### src/rtl/div_stream_sequencer_if.sv
// rtl/div_stream_sequencer_if.sv - job request / quotient response handshake bundle
interface div_stream_sequencer_if #(
    parameter int BITWIDTH = 8
);
    logic                  in_valid;
    logic                  in_ready;
    logic [BITWIDTH-1:0]   dividend;
    logic [BITWIDTH-1:0]   divisor;
    logic                  out_valid;
    logic                  out_ready;
    logic [BITWIDTH+1:0]   quot;

    modport master (
        output in_valid, dividend, divisor, out_ready,
        input  in_ready, out_valid, quot
    );

    modport slave (
        input  in_valid, dividend, divisor, out_ready,
        output in_ready, out_valid, quot
    );
endinterface

### src/rtl/div_stream_sequencer.sv
// rtl/div_stream_sequencer.sv - runs a bipolar stochastic divider kernel through whole division jobs
module div_stream_sequencer #(
    parameter int BITWIDTH      = 8,
    parameter int DEPLOG_KERNEL = 1,
    parameter int WARMUP        = 16
) (
    input  logic                     clk,
    input  logic                     rst,
    div_stream_sequencer_if.slave    bus,
    output logic                     kern_rst_n,
    output logic                     kern_dividend,
    output logic                     kern_divisor,
    output logic [DEPLOG_KERNEL-1:0] kern_randNum,
    input  logic                     kern_quotient
);
    localparam logic [15:0] LFSR_SEED  = 16'hACE1;
    localparam logic [15:0] LFSR_TAPS  = 16'hB400;   // x^16+x^14+x^13+x^11+1, right-shifting Galois form
    localparam int          STREAM_LEN = 1 << BITWIDTH;
    localparam logic [BITWIDTH+1:0] QUOT_BIAS = (BITWIDTH+2)'(STREAM_LEN);

    typedef enum logic [2:0] {S_IDLE, S_CLEAR, S_WARM, S_RUN, S_DONE} state_t;

    state_t              state;
    logic [BITWIDTH-1:0] dividend_off;
    logic [BITWIDTH-1:0] divisor_off;
    logic [BITWIDTH-1:0] cnt;
    logic [BITWIDTH-1:0] cnt_rev;
    logic [15:0]         lfsr;
    logic [15:0]         lfsr_next;
    logic [BITWIDTH:0]   ones;
    logic [BITWIDTH:0]   ones_next;
    logic [31:0]         tick;
    logic                start_job;
    logic                run_last;
    logic                stream_step;
    logic                out_valid_r;
    logic [BITWIDTH+1:0] quot_r;

    assign bus.in_ready  = (state == S_IDLE) || ((state == S_DONE) && bus.out_ready);
    assign bus.out_valid = out_valid_r;
    assign bus.quot      = quot_r;

    // Bit-reversed counter decorrelates the divisor stream from the dividend stream
    always_comb begin
        cnt_rev = '0;
        for (int i = 0; i < BITWIDTH; i++) begin
            cnt_rev[i] = cnt[BITWIDTH-1-i];
        end
    end

    // Next-state helpers: LFSR step, ones accumulation, job start and stream-cycle decode
    always_comb begin
        lfsr_next   = {1'b0, lfsr[15:1]} ^ (lfsr[0] ? LFSR_TAPS : 16'h0000);
        ones_next   = ones + (BITWIDTH+1)'(kern_quotient);
        start_job   = bus.in_valid && bus.in_ready;
        run_last    = (state == S_RUN) && (tick == 32'(STREAM_LEN - 1));
        stream_step = (state == S_CLEAR) || (state == S_WARM) || ((state == S_RUN) && !run_last);
    end

    // Job FSM; every kernel-facing output is registered here for the cycle that follows the edge
    always_ff @(posedge clk or posedge rst) begin
        if (rst) begin
            state         <= S_IDLE;
            dividend_off  <= '0;
            divisor_off   <= '0;
            cnt           <= '0;
            lfsr          <= LFSR_SEED;
            ones          <= '0;
            tick          <= '0;
            out_valid_r   <= 1'b0;
            quot_r        <= '0;
            kern_rst_n    <= 1'b1;
            kern_dividend <= 1'b0;
            kern_divisor  <= 1'b0;
            kern_randNum  <= '0;
        end else if (start_job) begin
            // Offset-binary makes the comparator SNG see 0..2^BITWIDTH-1 monotonically
            state        <= S_CLEAR;
            dividend_off <= {~bus.dividend[BITWIDTH-1], bus.dividend[BITWIDTH-2:0]};
            divisor_off  <= {~bus.divisor[BITWIDTH-1], bus.divisor[BITWIDTH-2:0]};
            cnt          <= '0;
            lfsr         <= LFSR_SEED;
            ones         <= '0;
            out_valid_r  <= 1'b0;
            kern_rst_n   <= 1'b0;
        end else begin
            case (state)
                S_IDLE: begin
                end
                S_CLEAR: begin
                    state      <= S_WARM;
                    kern_rst_n <= 1'b1;
                    tick       <= '0;
                end
                S_WARM: begin
                    if (tick == 32'(WARMUP - 1)) begin
                        state <= S_RUN;
                        tick  <= '0;
                    end else begin
                        tick <= tick + 32'd1;
                    end
                end
                S_RUN: begin
                    ones <= ones_next;
                    tick <= tick + 32'd1;
                    if (run_last) begin
                        state       <= S_DONE;
                        out_valid_r <= 1'b1;
                        quot_r      <= {ones_next, 1'b0} - QUOT_BIAS;
                    end
                end
                S_DONE: begin
                    if (bus.out_ready) begin
                        state       <= S_IDLE;
                        out_valid_r <= 1'b0;
                    end
                end
                default: state <= S_IDLE;
            endcase

            if (stream_step) begin
                kern_dividend <= dividend_off > cnt;
                kern_divisor  <= divisor_off > cnt_rev;
                kern_randNum  <= lfsr[DEPLOG_KERNEL-1:0];
                cnt           <= cnt + 1'b1;
                lfsr          <= lfsr_next;
            end else if (state == S_RUN) begin
                kern_dividend <= 1'b0;
                kern_divisor  <= 1'b0;
                kern_randNum  <= '0;
            end
        end
    end
endmodule
### src/flat_wrapper.sv
// flat-port wrapper written by rule: the top's interface ports become plain ports
module div_stream_sequencer_flat 
#(
    parameter int BITWIDTH      = 8,
    parameter int DEPLOG_KERNEL = 1,
    parameter int WARMUP        = 16
)
  (clk, rst, kern_rst_n, kern_dividend, kern_divisor, kern_randNum, kern_quotient, bus_in_valid, bus_dividend, bus_divisor, bus_out_ready, bus_in_ready, bus_out_valid, bus_quot);
  div_stream_sequencer_if #(.BITWIDTH(BITWIDTH)) bus_i ();
  input  logic clk;
  input  logic rst;
  output logic kern_rst_n;
  output logic kern_dividend;
  output logic kern_divisor;
  output logic [DEPLOG_KERNEL-1:0] kern_randNum;
  input  logic kern_quotient;
  input wire logic [$bits(bus_i.in_valid)-1:0] bus_in_valid;
  input wire logic [$bits(bus_i.dividend)-1:0] bus_dividend;
  input wire logic [$bits(bus_i.divisor)-1:0] bus_divisor;
  input wire logic [$bits(bus_i.out_ready)-1:0] bus_out_ready;
  output wire logic [$bits(bus_i.in_ready)-1:0] bus_in_ready;
  output wire logic [$bits(bus_i.out_valid)-1:0] bus_out_valid;
  output wire logic [$bits(bus_i.quot)-1:0] bus_quot;
  assign bus_i.in_valid = bus_in_valid;
  assign bus_i.dividend = bus_dividend;
  assign bus_i.divisor = bus_divisor;
  assign bus_i.out_ready = bus_out_ready;
  assign bus_in_ready = bus_i.in_ready;
  assign bus_out_valid = bus_i.out_valid;
  assign bus_quot = bus_i.quot;
  div_stream_sequencer #(.BITWIDTH(BITWIDTH), .DEPLOG_KERNEL(DEPLOG_KERNEL), .WARMUP(WARMUP)) u_core (.clk(clk), .rst(rst), .bus(bus_i), .kern_rst_n(kern_rst_n), .kern_dividend(kern_dividend), .kern_divisor(kern_divisor), .kern_randNum(kern_randNum), .kern_quotient(kern_quotient));
endmodule
### config.mk
export PLATFORM = sky130hd
export DESIGN_NAME = div_stream_sequencer_flat
export DESIGN_NICKNAME = d
export VERILOG_FILES = /design/src/rtl/div_stream_sequencer_if.sv /design/src/rtl/div_stream_sequencer.sv /design/src/flat_wrapper.sv
export SDC_FILE = /design/constraint.sdc
export NUM_CORES = 1
export LEC_CHECK = 0
export ABC_AREA = 1
export BUFFER_PORTS_ARGS = -buffer_cell sky130_fd_sc_hd__buf_4
export CORE_ASPECT_RATIO = 1.25
export CORE_UTILIZATION = 45
export CTS_CLUSTER_DIAMETER = 60
export CTS_CLUSTER_SIZE = 40
export DETAILED_ROUTE_END_ITERATION = 10
export GPL_TIMING_DRIVEN = 0
export HOLD_SLACK_MARGIN = 0.15
export PLACE_DENSITY = 0.7
export SYNTH_ARGS = -nofsm -noshare
export SYNTH_HDL_FRONTEND = slang
export SYNTH_SLANG_ARGS = --single-unit
### constraint.sdc
create_clock -name clk -period 2.61 [get_ports clk]
set_input_delay 0.1305 -clock clk [delete_from_list [all_inputs] [get_ports clk]]
set_output_delay 0.1305 -clock clk [all_outputs]
set_load 0.03 [all_outputs]
---- Word level (Yosys, flattened, before mapping) ----
Index checks and enable logic that the tools add are counted.
storage, ports and cells
  register bits ........................... 99
  input bits .............................. 21
  output and inout port bits .............. 16
  logic and storage cells ................. 77
operators by class
  add/sub/neg operators ................... 4
  order comparisons ....................... 2
  eq/ne operators ......................... 10
  multiplexer cells ....................... 24
  bitwise operators ....................... 4
  reduce and logical (&&, ||, !) cells .... 20
operators with widths
  operator                                               count
  one-hot mux 32 bit (3 select lines)                    1
  2-to-1 mux 16 bit                                      3
  adder 32 x 1 -> 32 bit, second input constant          1
  == test 32 x 4 -> 1 bit, second input constant         1
  == test 32 x 8 -> 1 bit, second input constant         1
  2-to-1 mux 32 bit                                      1
  2-to-1 mux 9 bit                                       2
  greater-than comparator 8 bit                          2
  2-to-1 mux 8 bit                                       2
  bitwise XOR 15 x 16 -> 16 bit                          1
  one-hot mux 3 bit (5 select lines)                     1
  2-to-1 mux 3 bit                                       4
  subtractor 10 x 9 -> 10 bit, second input constant     1
  adder 9 x 1 -> 9 bit                                   1
  2-to-1 mux 1 bit                                       9
  adder 8 x 1 -> 8 bit, second input constant            1
  nonzero test 2 bit                                     4
  == test 3 x 2 -> 1 bit, second input constant          2
  inequality test 3 x 2 -> 1 bit, second input constant  2
  AND reduction 3 bit                                    2
  nonzero test 3 bit                                     2
  logical AND 1 bit                                      4
  AND reduction 2 bit                                    2
  AND reduction 4 bit                                    1
  other kinds (9)                                        13

---- Depth between registers and ports, before layout ----
Gate-level depths: netlist (run 1).
  depth after elaboration ................. 7
  depth in mapped cells ................... 12
  depth with buffers taken out ............ 11

---- Worst setup path after synthesis (run 1) ----
Ideal clock, no wire load.
  kind .................................... register to register
  from .................................... reg u_core.state[0]
  to ...................................... reg u_core.cnt[3]
  setup time .............................. 117 ps
  arrival ................................. 1822 ps
  path slack .............................. 671 ps
  stages on the path, launching flop included .. 10
  clock period less this slack ............ 1939 ps
  path through ............................ dfrtp_1 -> inv_1 -> nand2_1 -> nor2_1 -> nand2_1 -> inv_1 -> clkbuf_1 -> nor3b_1 -> nand2_1 -> nand2_1
RTL lines
  what                                                           RTL line                     text
  start: declaration                                             div_stream_sequencer.sv:23   state_t state;
  start signal: assignment                                       div_stream_sequencer.sv:63   state <= S_IDLE;
  start signal: assignment                                       div_stream_sequencer.sv:78   state <= S_CLEAR;
  start signal: assignment                                       div_stream_sequencer.sv:91   state <= S_WARM;
  == test 3 bit                                                  div_stream_sequencer.sv:39   assign bus.in_ready = (state == S_IDLE) || ((state == S_DONE) && bus.out_ready);
  logical AND 1 bit                                              div_stream_sequencer.sv:39
  logical OR 1 bit (*)                                           div_stream_sequencer.sv:39
  named net bus_in_ready                                         flat_wrapper.sv:21           output wire logic [$bits(bus_i.in_ready)-1:0] bus_in_ready;
  logical AND 1 bit (*)                                          div_stream_sequencer.sv:55   start_job = bus.in_valid && bus.in_ready;
  2-to-1 mux 8 bit / nonzero test 2 bit (equally long branches)  -
  end signal: assignment                                         div_stream_sequencer.sv:125  cnt <= cnt + 1'b1;
  end: declaration                                               div_stream_sequencer.sv:26   logic [BITWIDTH-1:0] cnt;
The timed path passes the listed nets; every way through them passes the cells marked *.
A chain may end at the register's enable or synchronous reset.

---- Final worst setup path (run 1) ----
  from .................................... reg u_core.tick[0]
  to ...................................... reg u_core.cnt[4]
on the way
  cells in the longest elaborated chain, start to end .. 6
RTL lines
  what                          RTL line                     text
  start: declaration            div_stream_sequencer.sv:32   logic [31:0] tick;
  start signal: assignment      div_stream_sequencer.sv:100  tick <= tick + 32'd1;
  start signal: assignment      div_stream_sequencer.sv:105  tick <= tick + 32'd1;
  == test 32 x 8 -> 1 bit       div_stream_sequencer.sv:56   run_last = (state == S_RUN) && (tick == 32'(STREAM_LEN - 1));
  logical AND 1 bit             div_stream_sequencer.sv:56
  logical NOT 1 bit             div_stream_sequencer.sv:57   stream_step = (state == S_CLEAR) || (state == S_WARM) || ((state == S_RUN) && !run_last);
  logical AND 1 bit             div_stream_sequencer.sv:57
  logical OR 1 bit              div_stream_sequencer.sv:57
  nonzero test 2 bit (no line)  -
Every way passes these cells.

==> results of run 1 <==
-- report_power, final --
part,switching [mW],internal (mW)
clock,0.584,0.728
combinational,1.62,0.874
sequential,0.262,1.96
total,2.46,3.56
-- cell usage after synthesis, types with 2 or more instances --
master and count:
nand2_1 229, nor2_1 98, dfrtp_1 89, inv_1 62
o21ai_0 39, nand3_1 35, xor2_1 21, ha_1 20
nand4_1 19, o211ai_1 14, clkbuf_1 10, a21oi_1 9
dfstp_2 9, nor3_1 9, xnor2_1 8, buf_2 6
o22ai_1 5, o21ai_1 4, a21o_1 3, buf_4 3
buf_6 3, nand2_4 3, or2_2 3, buf_1 2
inv_2 2, nand2_2 2, nand3b_1 2
-- per-stage QoR --
step | utilization (%) | setup slack [ns] | power, mW | instances | hold slack, ns
CTS | 55.1 | 0.377 | 6.04 | 953 | 0.192
detailed placement | 51.1 | 0.391 | 4.68 | 919 | 0.226
global route | 55.1 | 0.217 | 6.50 | 953 | 0.239
floorplan | - | 0.671 | 3.98 | 721 | 0.240
global placement | 50.8 | 0.436 | 4.59 | 917 | 0.325
finish | 55.1 | 0.370 | 6.02 | 953 | 0.195
-- repair_timing --
| item | 4_1_cts | 5_1_grt |
|---|---|---|
| endpoints found under the hold margin | 40 | 0 |
| resized for setup | 0 | 0 |
| hold buffers | 18 | 0 |
-- path summary, 6_finish.rpt --
kind                       cells past startpoint  slack, ns                              to
max in group asynchronous                      5       1.32   u_core.kern_rst_n$_DFFE_PP1P_
min in group asynchronous                      3       0.39     u_core.tick[19]$_DFFE_PP0P_
max reg2reg                                   11       0.37       u_core.cnt[4]$_DFFE_PP0P_
min                                            4       0.19      u_core.ones[0]$_DFFE_PP0P_
min reg2reg                                    2       0.48  u_core.bus.quot[9]$_DFFE_PP0P_
max                                           11       0.37       u_core.cnt[4]$_DFFE_PP0P_
-- state kept, by name, summed over array words and instances (netlist names) --
| register | flops |
|---|---|
| u_core.divisor_off | 8 |
| u_core.lfsr | 16 |
| u_core.state | 3 |
| u_core.cnt | 8 |
| u_core.tick | 32 |
| u_core.kern_dividend | 1 |
| u_core.bus.out_valid | 1 |
| u_core.kern_randNum | 1 |
| u_core.kern_divisor | 1 |
| u_core.kern_rst_n | 1 |
| u_core.ones | 9 |
| u_core.bus.quot | 9 |
| u_core.dividend_off | 8 |
-- routing by layer --
| metal | up-vias | part of all wire (%) |
|---|---|---|
| met4 | 0 | 2.4 |
| li1 | 2440 | - |
| met1 | 2376 | 41 |
| met2 | 108 | 53 |
| met5 | - | 0 |
| met3 | 27 | 3.4 |
-- worst min-delay path: cells and delay by family --
family / cells / cell delay (ns)
buffers and inverters: 2 / 0.12
adders and majority gates: 1 / 0.11
AOI/OAI and AO/OA: 1 / 0.14
-- cells by family (layout without fill, tap and decap cells) --
group | count (synthesis) | after routing | synth area share (%)
simple gates | 407 | 407 | 31.1
flops | 98 | 98 | 44.7
buf+inv | 90 | 161 | 6.99
compound gates | 76 | 76 | 8.03
xor+xnor | 29 | 29 | 4.61
fa+ha+maj | 20 | 20 | 4.54
other cells | 1 | 1 | 0.0680
-- area by class of cell --
class / instances / area share, %
inverter: 66 / 3.97
sequential: 98 / 37.9
clock buffer: 13 / 4.16
multi-input combinational: 533 / 41.1
clock inverter: 3 / 0.327
timing repair buffer: 55 / 7.44
buffer: 24 / 2.02
tap: 161 / 3.10
==> results summary, run 1 <==
The share of the yosys chip area belonging to registers is 44.7%. The slowest stage of the critical path is the dfrtp_1 cell. The initial utilization of the core area, before any placement, comes to 46.8%.

The flow ran to the end, and the final reports show no timing, DRC or antenna violations. The final weighted congestion in routability-driven placement came out at 0.924. The sum of buffers and inverters on the critical path came out at 3. The remaining global-route overflow came out at 0. The longest clock path from root to sink contains 2 buffers. The number of synthesis warnings is 0. The layer flagged by global routing as most heavily used is met2. The maximum level of the CTS H-tree is 3. The floorplan die area came out at 12700 sq um. The global-route met1 utilization came out at 27.1%. After synthesis, the netlist uses 39 different library cells. The finished cells cover 6490 sq um. After synthesis, the share of flip-flops with an asynchronous set or reset is 100%. The total number of vias came out at 4951.

In the synthesized netlist the dominant register cell turns out to be dfrtp_1. The maximum number of pins on one net before global-route repair is 43. The setup skew after layout is 0.0104 ns. The multi-input combinational cell area came out at 2670 sq um.

The library cell used most frequently in the layout, excluding fill and tap cells, is nand2_1. The number of setup violations in the final report is 0. The TritonCTS buffer count came out at 9. In this run the cell area measured after placement is between 6000 and 7000 sq um.

Synthesis handed over a netlist of 721 instances. For this run, global-route usage on met2 was measured as 41.7%. The kind of cell adding the most delay to the critical path is simple AND/OR/NAND/NOR gates.

The largest voltage drop on the vdd net is 0.000554 V. The category of the worst setup path launch point is a flip-flop. The quantity of I/O buffers inserted on ports came out at 35.

Setup repair after global routing left no endpoint under its margin. The shortest period the worst path allows is approximately 2.2 ns. The number of antenna violations at the first check in global routing came out at 0.

The post-synthesis net count came out at ~760. Walking the worst path, the cells encountered are ha_1 > nand3_2 > clkinv_2 > nand2_4 > clkinv_4 > nand2_4 > o21ai_4 > nand3_4 > buf_6 > nand2_1 > nand2_1. For the worst setup path, the data required time is 2.85 ns. Headroom to the max-slew limit came out at 62.8%. The area growth from synthesis to layout came out at 17.8%. The clock slew seen by the registers of the worst setup and hold paths is 0.07 ns. The worst hold path class is in2reg.

The worst register-to-register path begins at u_core.tick[0]$_DFFE_PP0P_. The buffer count from post-CTS setup fixing is 0. Pin placement for this block handled 37 I/O pins.

Across the run, the number of max-cap violations was 0. The count of antenna-violating nets left after detailed routing came out at 0. The count of final max-slew check failures is 0.

The most critical setup path has its startpoint at u_core.tick[0]$_DFFE_PP0P_. The final HPWL from detailed placement is 9610 um. The antenna diode instance count came out at 0.

The number of filler cells placed in the layout is between 1000 and 1500. The actual slew at the worst max-slew pin came out at between 0.5 and 0.6 ns. The library cell with the largest summed area after synthesis is dfrtp_1. The worst-path maximum fanout came out at 10. The detailed-router iteration count before antenna repair came out at 5. The violation count after the first detailed-routing iteration is 281. Averaged over all synthesized cells, the footprint is 7.65 sq um. In the layout the commonest cells are nand2_1, nor2_1, dfrtp_1, inv_1, o21ai_0.

By area the synthesized netlist is led by dfrtp_1, nand2_1, nor2_1. The endpoint class of the critical path is a flip-flop. The x dimension of the die came out at 101 um. The post-synth design cell area is between 5000 and 6000 sq um. The worst path uses 85.8% of the clock period. The cell area power density is 927 nW/um^2. The number of global-route vias before repair came out at 4967. The remaining routing DRC violations came out at 0.

In this run the static leakage power is 3.16 nW. For met3 alone, demand over resource in global routing was 4.55%. Counting flops with a built-in enable in the synthesized netlist gives 0. For the final routed database, the setup TNS stands at 0 ns.

The sequential cell area in the final layout came out at roughly 2500 sq um. Row generation in the floorplan step produced 44 rows. The clock latency of the later-clocked register in the worst-skew pair came out at 0.35 ns. Data on the critical path arrives at its endpoint at 2.48 ns.

Of the cells placed in the final design, the portion with a size suffix greater than 1 is about 12%. The CTS tree is done. In this run the vertical extent of the chip is between 100 and 150 um.

The clock sink count is 98. The aggregate routed wire length came out at 13400 um. In this run the most critical hold path is launched from kern_quotient. The portion of synthesized cell area occupied by the leading cell type is about two fifths.

Clock tree synthesis selected as its root buffer the cell clkbuf_16. The vias per cell is 5.20. The synthesized design contains 98 register bits. The worst setup path is of the reg2reg kind. On the worst path, the slowest cell contributes a delay of 0.39 ns. The overall routing resource usage is 23.2%.

The final routed wire length divided by cell count came out at roughly 14 um. The total core area is 11800 sq um. For this run, the top clock speed supported by timing is 446 MHz. The global-route wire length before repair is approximately 23000 um. The number of nets in the finished design came out at between 800 and 900. The number of endpoints with negative hold slack in the final report came out at 0.
Note: power is estimated with default switching activity, not from simulation.
==> run 2: changes to the inputs <==
--- a/config.mk
+++ b/config.mk
@@ -8,6 +8,7 @@
 export ABC_AREA = 1
 export BUFFER_PORTS_ARGS = -buffer_cell sky130_fd_sc_hd__buf_4
 export CORE_ASPECT_RATIO = 1.25
+export CORE_MARGIN = 4
 export CORE_UTILIZATION = 45
 export CTS_CLUSTER_DIAMETER = 60
 export CTS_CLUSTER_SIZE = 40
@@ -15,6 +16,7 @@
 export GPL_TIMING_DRIVEN = 0
 export HOLD_SLACK_MARGIN = 0.15
 export PLACE_DENSITY = 0.7
+export RECOVER_POWER = 50
 export SYNTH_ARGS = -nofsm -noshare
 export SYNTH_HDL_FRONTEND = slang
 export SYNTH_SLANG_ARGS = --single-unit
==> run 2 against run 1 <==
Core utilization fell by 0.46 points. Global-route usage is 3.4 points lower. Die area rose by 11%. Sequential share of layout area up 0.32 points. Clock skew fell by 0.0026 ns. Non-clock buffer count unchanged. Combinational power down 2%. Largest power group unchanged.
==> results summary, run 2 (synthesis results as in run 1) <==
The flow ran to the end, and the final reports show no timing, DRC or antenna violations. The largest voltage drop on the vdd net came to 0.000597 V (+7.8%). Leaving out fill and tap cells, the most frequent cell in the layout is nand2_1. In this run the critical register-to-register path is launched from u_core.tick[0]$_DFFE_PP0P_. The proportion of layout cells with a drive suffix above 1 was 9.47% (-2.1 points).

The initial core utilization came out at 46.8% (unchanged). The final HPWL from detailed placement came out at 9790 um (+1.9%). The library cells used most frequently in the layout, excluding fill and tap cells, are nand2_1, nor2_1, dfrtp_1, inv_1, o21ai_0.

The setup skew after layout was 0.00789 ns (-0.00256 ns). The highest attainable clock frequency is 459 MHz (+2.7%). The worst slack on hold paths came out at 0.210 ns (+0.0157 ns). The worst hold path class is in2reg. The total number of vias is 4860 (-1.8%). The sequential cell area in the final layout came out at 2460 sq um (unchanged).

The remaining routing DRC violations is 0 (unchanged). The final routed wire length divided by cell count was 13.8 um (-2.0%). The area growth from synthesis to layout is 16.8%. The multi-input combinational cell area came out at 2670 sq um (unchanged). In this run the most critical hold path is launched from bus_in_valid. The worst path required time came out at 2.83 ns (-0.02 ns). The x dimension of the die is 107 um (+5.9%). The height of the die came out at 132 um (+4.8%). The worst slack at placement came to 0.440 ns (+0.0488 ns).

The TritonCTS buffer count came out at 9 (unchanged). STA classifies the critical path startpoint as a flip-flop. The quantity of I/O buffers inserted on ports is 35 (unchanged).

The path with the worst hold slack has its endpoint at u_core.bus.out_valid$_DFFE_PP0P_. The clock latency of the later-clocked register in the worst-skew pair is 0.34 ns (about the same). The count of antenna-violating nets left after detailed routing is 0 (unchanged).

The buffer count from post-CTS setup fixing came out at 0 (unchanged). The worst setup path is captured at a flip-flop. The worst stage delay on the critical path came to 0.39 ns (about the same).

The worst-path cell with the longest stage delay is dfrtp_1. The final cycle utilization of the critical path came to 83.5% (-2.3 points). The antenna diode instance count came out at 0 (unchanged).

The maximum level of the CTS H-tree came out at 3 (unchanged). The remaining global-route overflow came out at 0 (unchanged). The final weighted congestion in routability-driven placement came out at 0.884 (-4.4%). The worst-path maximum fanout is 10 (unchanged). The leakage power figure is 3.11 nW (-1.5%). The clock sink count is 98 (unchanged). The overall routing resource usage came out at 19.8% (-3.4 points). The global-route wire length before repair is 23000 um (-1.3%). Setup repair after global routing left no endpoint under its margin.

The number of global-route vias before repair is 4971 (+0.081%). Broken down by cell family, the worst path's largest delay share belongs to simple AND/OR/NAND/NOR gates. The violation count after the first detailed-routing iteration is 175 (-38%). The number of gates on the worst path with buffers counted came out at 11 (unchanged). The max capacitance violation total is 0 (unchanged).

The vias per cell is 5.10 (-1.8%). The number of rows in the core area came out at 44 (unchanged). The final-layout setup total negative slack is 0 ns (unchanged). The maximum number of pins on one net before global-route repair came out at 41 (-4.7%). The number of nets in the finished design came out at 828 (unchanged). The flop-to-flop setup slack came out at 0.43 ns (+0.06 ns). The actual slew at the worst max-slew pin is 1.28 ns (+0.722 ns).

The logic depth of the worst register-to-register path came out at 11 (unchanged). The detailed-router iteration count before antenna repair came to 5 (unchanged). The aggregate routed wire length is 13100 um (-2.0%). The number of endpoints with negative hold slack in the final report came to 0 (unchanged). The clock slew seen by the registers of the worst setup and hold paths was 0.07 ns (about the same). The signal on the critical path passes through ha_1 > nand3_2 > clkinv_2 > nand2_4 > clkinv_4 > nand2_4 > o21ai_4 > nand3_4 > buf_6 > nand2_1 > nand2_1. The final design utilization is 54.7% (-0.46 points). In this run the critical register-to-register path is captured at u_core.cnt[5]$_DFFE_PP0P_. The sum of buffers and inverters on the critical path is 3 (unchanged).

The CTS tree is done. The number of filler cells placed in the layout is 1118 (+0.27%). Counting flops per register, the top entry is u_core.tick.

The shortest period the worst path allows was 2.18 ns (-0.0592 ns). The I/O pin count is 37 (unchanged). The hold-critical path depth came to 4 (unchanged). The cell area power density came out at 940 nW/um^2 (+1.4%). The flip-flop count of the largest register, all copies and words added is 32 (unchanged).

The count of final max-slew check failures came out at 0 (unchanged). The arrival time of data at the critical path endpoint is 2.41 ns (-0.07 ns). The maximum clock path buffer count is 2 (unchanged).

The cell sitting at the root of the clock tree is a clkbuf_16. The critical path in this run is classified as reg2reg. The floorplan die area is 14100 sq um (+11%). The worst relative slew slack came out at 14.3% (-49 points).

The total core area came out at 11800 sq um (unchanged). The number of setup violations in the final report came out at 0 (unchanged). The largest registers in the layout are u_core.tick x32, u_core.lfsr x16. The smallest setup slack after layout is 0.429 ns (+0.0592 ns).

The number of antenna violations at the first check in global routing came out at 0 (unchanged).
==> run 2: cell types whose count changed in the layout (fill, tap and decap cells not counted), moves of 2 or more <==
cell        before  now
buf_4           38   23
clkbuf_8         3    0
bufinv_16        0    2
clkbuf_4         0    2
clkbuf_1        11   28
clkinvlp_4       2    0
==> run 2: power breakdown <==
group,total [mW],leakage [nW],internal [mW],switching (mW)
Sequential,2.21,1.24,1.96,0.255
Clock,1.40,0.148,0.841,0.558
Combinational,2.45,1.73,0.851,1.60
Total,6.06,3.11,3.65,2.41
==> run 2: per-layer routing <==
layer / share of wire (%) / GRT usage, %
met4: 3.4 / 8.96
met1: 42 / 23.8
met3: 2.6 / 2.50
met5: 0 / 0
met2: 52 / 35.0
==> run 2: worst reg2reg max path, cell delays in order, from the launching register on <==
cell and delay, ns:
dfrtp_1 0.39, ha_1 0.31, nand3_2 0.19, clkinv_2 0.12, nand2_4 0.07, clkinv_4 0.06, nand2_4 0.05, o21ai_4 0.34
nand3_4 0.21, buf_6 0.20, nand2_1 0.07, nand2_1 0.06
==> run 2: final cells by class <==
type,instances,area share (%)
inverters,66,3.96
clock buffers,13,3.73
clock inverters,3,1.01
repair buffers,55,6.49
flip-flops and latches,98,38.2
plain buffers,24,2.04
well taps,161,3.13
multi-input cells,533,41.4
==> run 2: metrics by stage <==
stage	instances	power, mW	cell area [sq um]
after global placement	917	4.57	5980
final	953	6.06	6440
after detailed placement	919	4.69	6020
after floorplan	721	3.98	5520
after CTS	953	6.14	6510
after global routing	953	6.54	6440
==> run 2: worst max path at each step <==
stage	startpoint	end	slack (ns)
floorplan	u_core.state[0]$_DFFE_PP0P_	u_core.cnt[3]$_DFFE_PP0P_	0.67
global placement	u_core.tick[0]$_DFFE_PP0P_	u_core.cnt[4]$_DFFE_PP0P_	0.49
detailed placement	u_core.tick[0]$_DFFE_PP0P_	u_core.cnt[4]$_DFFE_PP0P_	0.44
CTS	u_core.tick[0]$_DFFE_PP0P_	u_core.cnt[5]$_DFFE_PP0P_	0.42
global route	u_core.tick[0]$_DFFE_PP0P_	u_core.bus.out_valid$_DFFE_PP0P_	0.22
finish	u_core.tick[0]$_DFFE_PP0P_	u_core.cnt[5]$_DFFE_PP0P_	0.43
==> run 2: what timing repair did <==
| action | 4_1_cts | 5_1_grt |
|---|---|---|
| endpoints found under the hold margin | 43 | 0 |
| hold buffers | 18 | 0 |
| gates resized for setup | 0 | 0 |
==> run 3: changes to the inputs <==
--- a/config.mk
+++ b/config.mk
@@ -5,7 +5,7 @@
 export SDC_FILE = /design/constraint.sdc
 export NUM_CORES = 1
 export LEC_CHECK = 0
-export ABC_AREA = 1
+export ABC_AREA = 0
 export BUFFER_PORTS_ARGS = -buffer_cell sky130_fd_sc_hd__buf_4
 export CORE_ASPECT_RATIO = 1.25
 export CORE_MARGIN = 4
@@ -15,7 +15,7 @@
 export DETAILED_ROUTE_END_ITERATION = 10
 export GPL_TIMING_DRIVEN = 0
 export HOLD_SLACK_MARGIN = 0.15
-export PLACE_DENSITY = 0.7
+export PLACE_DENSITY = 0.68
 export RECOVER_POWER = 50
 export SYNTH_ARGS = -nofsm -noshare
 export SYNTH_HDL_FRONTEND = slang
==> constraint.sdc (replaced) <==
create_clock -name clk -period 2.04 [get_ports clk]
set_input_delay 0.102 -clock clk [delete_from_list [all_inputs] [get_ports clk]]
set_output_delay 0.102 -clock clk [all_outputs]
set_load 0.03 [all_outputs]
==> run 3 against run 2 <==
The flow now finishes with violations (negative setup slack). Non-clock buffer count increased by 33. Sequential share of layout area decreased by 0.95 points. Final cell count decreased by 20%. Design area rose by 2.8%. Synthesized cell count decreased by 27%. Clock power rose by 35%. Via count fell by 13%. Largest cell class unchanged.
==> results summary, run 3 <==
The remaining routing DRC violations came to 0 (unchanged). The global-route wire length before repair came out at 20100 um (-12%). The flip-flop count of the largest register, all copies and words added is 32 (unchanged). The quantity of I/O buffers inserted on ports is 35 (unchanged). The leakage power figure is 3.10 nW (-0.39%). The number of endpoints with negative hold slack in the final report came out at 0 (unchanged).

The post-synthesis cell type count is 47 (+21%). For this run, the leading register cell type out of synthesis is dfrtp_1. The combinational power share is 6.3% (-34 points).

The height of the die is 126 um (-4.6%). The endpoint identified for the worst register-to-register timing path is u_core.tick[7]$_DFFE_PP0P_. The final HPWL from detailed placement came out at 7800 um (-20%). The number of nets in the finished design is 667 (-19%). The share of total power in the clock network came out at 44.6% (+22 points). The average instance area after synthesis came out at 9.43 sq um (+23%). The capture endpoint of the worst hold path is u_core.state[0]$_DFFE_PP0P_. The largest individual stage delay along the critical path comes from the cell or4_4. The actual slew at the worst max-slew pin came to 1.14 ns (-0.135 ns). Yosys attributes the largest share of cell area to dfrtp_1, nand2_1, ha_1.

The detailed-router iteration count before antenna repair came to 4 (-1). The clock sink count is 98 (unchanged). The aggregate routed wire length is 12500 um (-5.1%). The count of final max-slew check failures came out at 0 (unchanged). The antenna diode instance count came out at 0 (unchanged). The area growth from synthesis to layout came out at 32.7%. The setup skew after layout is 0.00836 ns (+0.000472 ns). The worst-path maximum fanout is 5 (-5). The hold-critical path depth came out at 4 (unchanged).

The clock latency of the later-clocked register in the worst-skew pair is 0.35 ns (about the same). The final weighted congestion in routability-driven placement came out at 0.809 (-8.5%). The clock slew seen by the registers of the worst setup and hold paths came to 0.07 ns (about the same). The synthesized netlist cell count came out at 529 (-27%). The number of antenna violations at the first check in global routing is 0 (unchanged). The number of global-route vias before repair came out at 4232 (-15%). The portion of synthesized cell area occupied by the leading cell type came out at 44.6% (+4.3 points). The worst setup path is captured at a flip-flop. The largest voltage drop on the vdd net is 0.000373 V (-38%). The share of the yosys chip area belonging to registers came to 49.4% (+4.7 points).

The total core area is 10700 sq um (-9.0%). The root buffer cell chosen for the clock tree is clkbuf_16. The smallest setup slack after layout came out at -0.220 ns (-0.649 ns). The post-synth design cell area came to 4990 sq um (-9.5%). The final-layout setup total negative slack came out at -7.80 ns (-7.80 ns).

The floorplan die area is 12800 sq um (-8.9%). The max capacitance violation total is 0 (unchanged). The cell area power density is 639 nW/um^2 (-32%). The worst hold path begins at bus_in_valid.

The final routed wire length divided by cell count came out at 16.3 um (+19%). The critical path class is reg2reg. The library cell used most frequently in the layout, excluding fill and tap cells, is dfrtp_1. In the post-synthesis netlist, the cell with the most instances is dfrtp_1. The logic depth of the worst register-to-register path is 7 (-4).

The I/O pin count was 37 (unchanged). In the layout the commonest cells are dfrtp_1, nand2_1, nor2_1, buf_4, xor2_1. The proportion of synthesized flip-flops having asynchronous set or reset came out at 100% (unchanged). The final reports fail on negative setup slack.

The multi-input combinational cell area is 2690 sq um (+1.0%). The maximum number of pins on one net before global-route repair came out at 43 (+4.9%). The TritonCTS buffer count was 9 (unchanged). The register containing the most flip-flops in the final layout is u_core.tick. TritonCTS built the clock tree. The arrival time of data at the critical path endpoint is 2.50 ns (+0.09 ns). The remaining global-route overflow came out at 0 (unchanged). The critical path goes through or3_1 > or4_4 > or4_4 > a21oi_4 > buf_6 > buf_6 > nor2_2. The startpoint of the most critical register-to-register path is u_core.tick[5]$_DFFE_PP0P_.

Setup repair after global routing could not meet its margin everywhere. The tightest min-delay check is of the in2reg type. The cell count after placement is 698 (-24%). The flop-to-flop setup slack was -0.22 ns (-0.65 ns). The highest attainable clock frequency came to 442 MHz (-3.5%). The overall routing resource usage came to 19.4% (-0.44 points).

The initial core utilization was 46.5% (-0.27 points). The sequential cell area in the final layout is 2470 sq um (+0.25%). The run finished, with violations left.

The maximum clock path buffer count is 2 (unchanged). The cell internal power dissipation is 3.25 mW (-11%). The count of antenna-violating nets left after detailed routing is 0 (unchanged). The worst relative slew slack came out at 23.3% (+9.0 points). The shortest period the worst path allows came out at 2.26 ns (+0.0794 ns).

The worst slack on hold paths came out at 0.342 ns (+0.131 ns). The share of total power consumed by net switching is 23.1% (-17 points). The x dimension of the die came to 102 um (-4.5%).

The post-synthesis net count is 570 (-25%). The filler-free cell count of the finished design came out at 763 (-20%). The number of setup violations in the final report is 56 (+56).

The number of synthesized flops with an enable pin is 0 (unchanged). The largest registers in the layout are u_core.tick x32, u_core.lfsr x16. The total number of vias is 4232 (-13%). The final cycle utilization of the critical path is 111% (+27 points). The biggest area contributor in the post-synthesis netlist is dfrtp_1. The sequential power share came to 49.1% (+13 points). The number of filler cells placed in the layout is 883 (-21%). The overall power consumption was 4.23 mW (-30%). The vias per cell is 5.55 (+8.8%). The proportion of layout cells with a drive suffix above 1 came out at 25.5% (+16 points). Sorting the synthesized cells by how often they occur yields dfrtp_1, nand2_1, nor2_1, nand3_1, o21ai_0.

The violation count after the first detailed-routing iteration is 271 (+55%). The worst path required time came out at 2.28 ns (-0.55 ns). The number of synthesis warnings came out at 0 (unchanged). The synthesis-stage register bit count came to 98 (unchanged). The total net switching power came out at 0.979 mW (-59%). The number of rows in the core area came out at 42 (-4.5%). The category of the worst setup path launch point is a flip-flop. The maximum level of the CTS H-tree came out at 3 (unchanged). The worst stage delay on the critical path is 0.44 ns (+0.05 ns).
-- run 3: changes by cell type after synthesis, moves of 7 or more --
cell | before | now
and3_1 | 0 | 9
nand2_1 | 229 | 81
o211ai_1 | 14 | 4
inv_1 | 62 | 15
nor2_1 | 98 | 60
xor2_1 | 21 | 28
-- run 3: worst max-delay path, delay by kind of cell (launching register included) --
| family | cells | cell delay (ns) |
|---|---|---|
| DFF | 1 | 0.42 |
| buffers and inverters | 2 | 0.28 |
| AOI/OAI and AO/OA | 1 | 0.15 |
| and+or+nand+nor | 4 | 1.29 |
-- run 3: cell families after synthesis --
group | after synthesis | share of synthesized area [%]
simple gates | 245 | 23.9
flops | 98 | 49.4
compound gates | 75 | 8.98
buf+inv | 41 | 3.74
xor+xnor | 40 | 7.02
fa+ha+maj | 20 | 5.02
mux | 9 | 1.93
other cells | 1 | 0.0752
-- run 3: worst max-delay path by stage --
stage                                           start                                to  slack, ns  cells past startpoint
after floorplan            u_core.tick[5]$_DFFE_PP0P_        u_core.tick[8]$_DFFE_PP0P_      -0.13                      7
after global placement    u_core.tick[19]$_DFFE_PP0P_    u_core.bus.quot[4]$_DFFE_PP0P_      -0.37                      6
after detailed placement  u_core.tick[19]$_DFFE_PP0P_  u_core.bus.out_valid$_DFFE_PP0P_      -0.40                      6
after CTS                  u_core.tick[5]$_DFFE_PP0P_       u_core.tick[10]$_DFFE_PP0P_      -0.21                      7
final                      u_core.tick[5]$_DFFE_PP0P_        u_core.tick[7]$_DFFE_PP0P_      -0.22                      7
after global routing      u_core.state[0]$_DFFE_PP0P_        u_core.tick[9]$_DFFE_PP0P_      -0.28                      6
-- run 3: through the flow --
step | instance area, sq um | utilization [%] | worst slack (ns)
floorplan | 5020 | - | -0.132
global placement | 5450 | 50.8 | -0.367
detailed placement | 5490 | 51.2 | -0.396
CTS | 6230 | 58.1 | -0.211
global route | 6620 | 61.8 | -0.279
finish | 6620 | 61.8 | -0.220
-- run 3: cell type report --
class / count / share of cell area (%)
buffer: 26 / 2.89
clock buffer: 11 / 3.67
clock inverter: 5 / 1.28
inverter: 15 / 0.869
multi-input combinational: 390 / 40.7
sequential: 98 / 37.3
tap: 132 / 2.49
timing repair buffer: 86 / 10.8
-- run 3: repair_timing --
item                                    4_1_cts  5_1_grt
endpoints found under the setup margin       74       95
gates cloned                                  2        4
endpoints found under the hold margin        45        0
gates resized for setup                      23      105
buffers inserted                             13       10
hold buffers                                 20        0
pin swaps                                     8       28
-- run 3: power groups by stage --
stage | Combinational, mW | Clock [mW] | Sequential [mW]
after floorplan | 0.165 | 0 | 2.09
after global placement | 0.222 | 0 | 2.11
after detailed placement | 0.240 | 0 | 2.11
after CTS | 0.271 | 1.91 | 2.07
after global routing | 0.308 | 2.01 | 2.09
final | 0.265 | 1.89 | 2.08
-- run 3: routing by layer --
layer	track usage, %	vias up	part of all wire, %
met5	0	-	0
li1	-	2040	-
met3	3.60	21	3.8
met1	25.3	2086	42
met2	32.2	85	52
met4	6.33	0	1.7
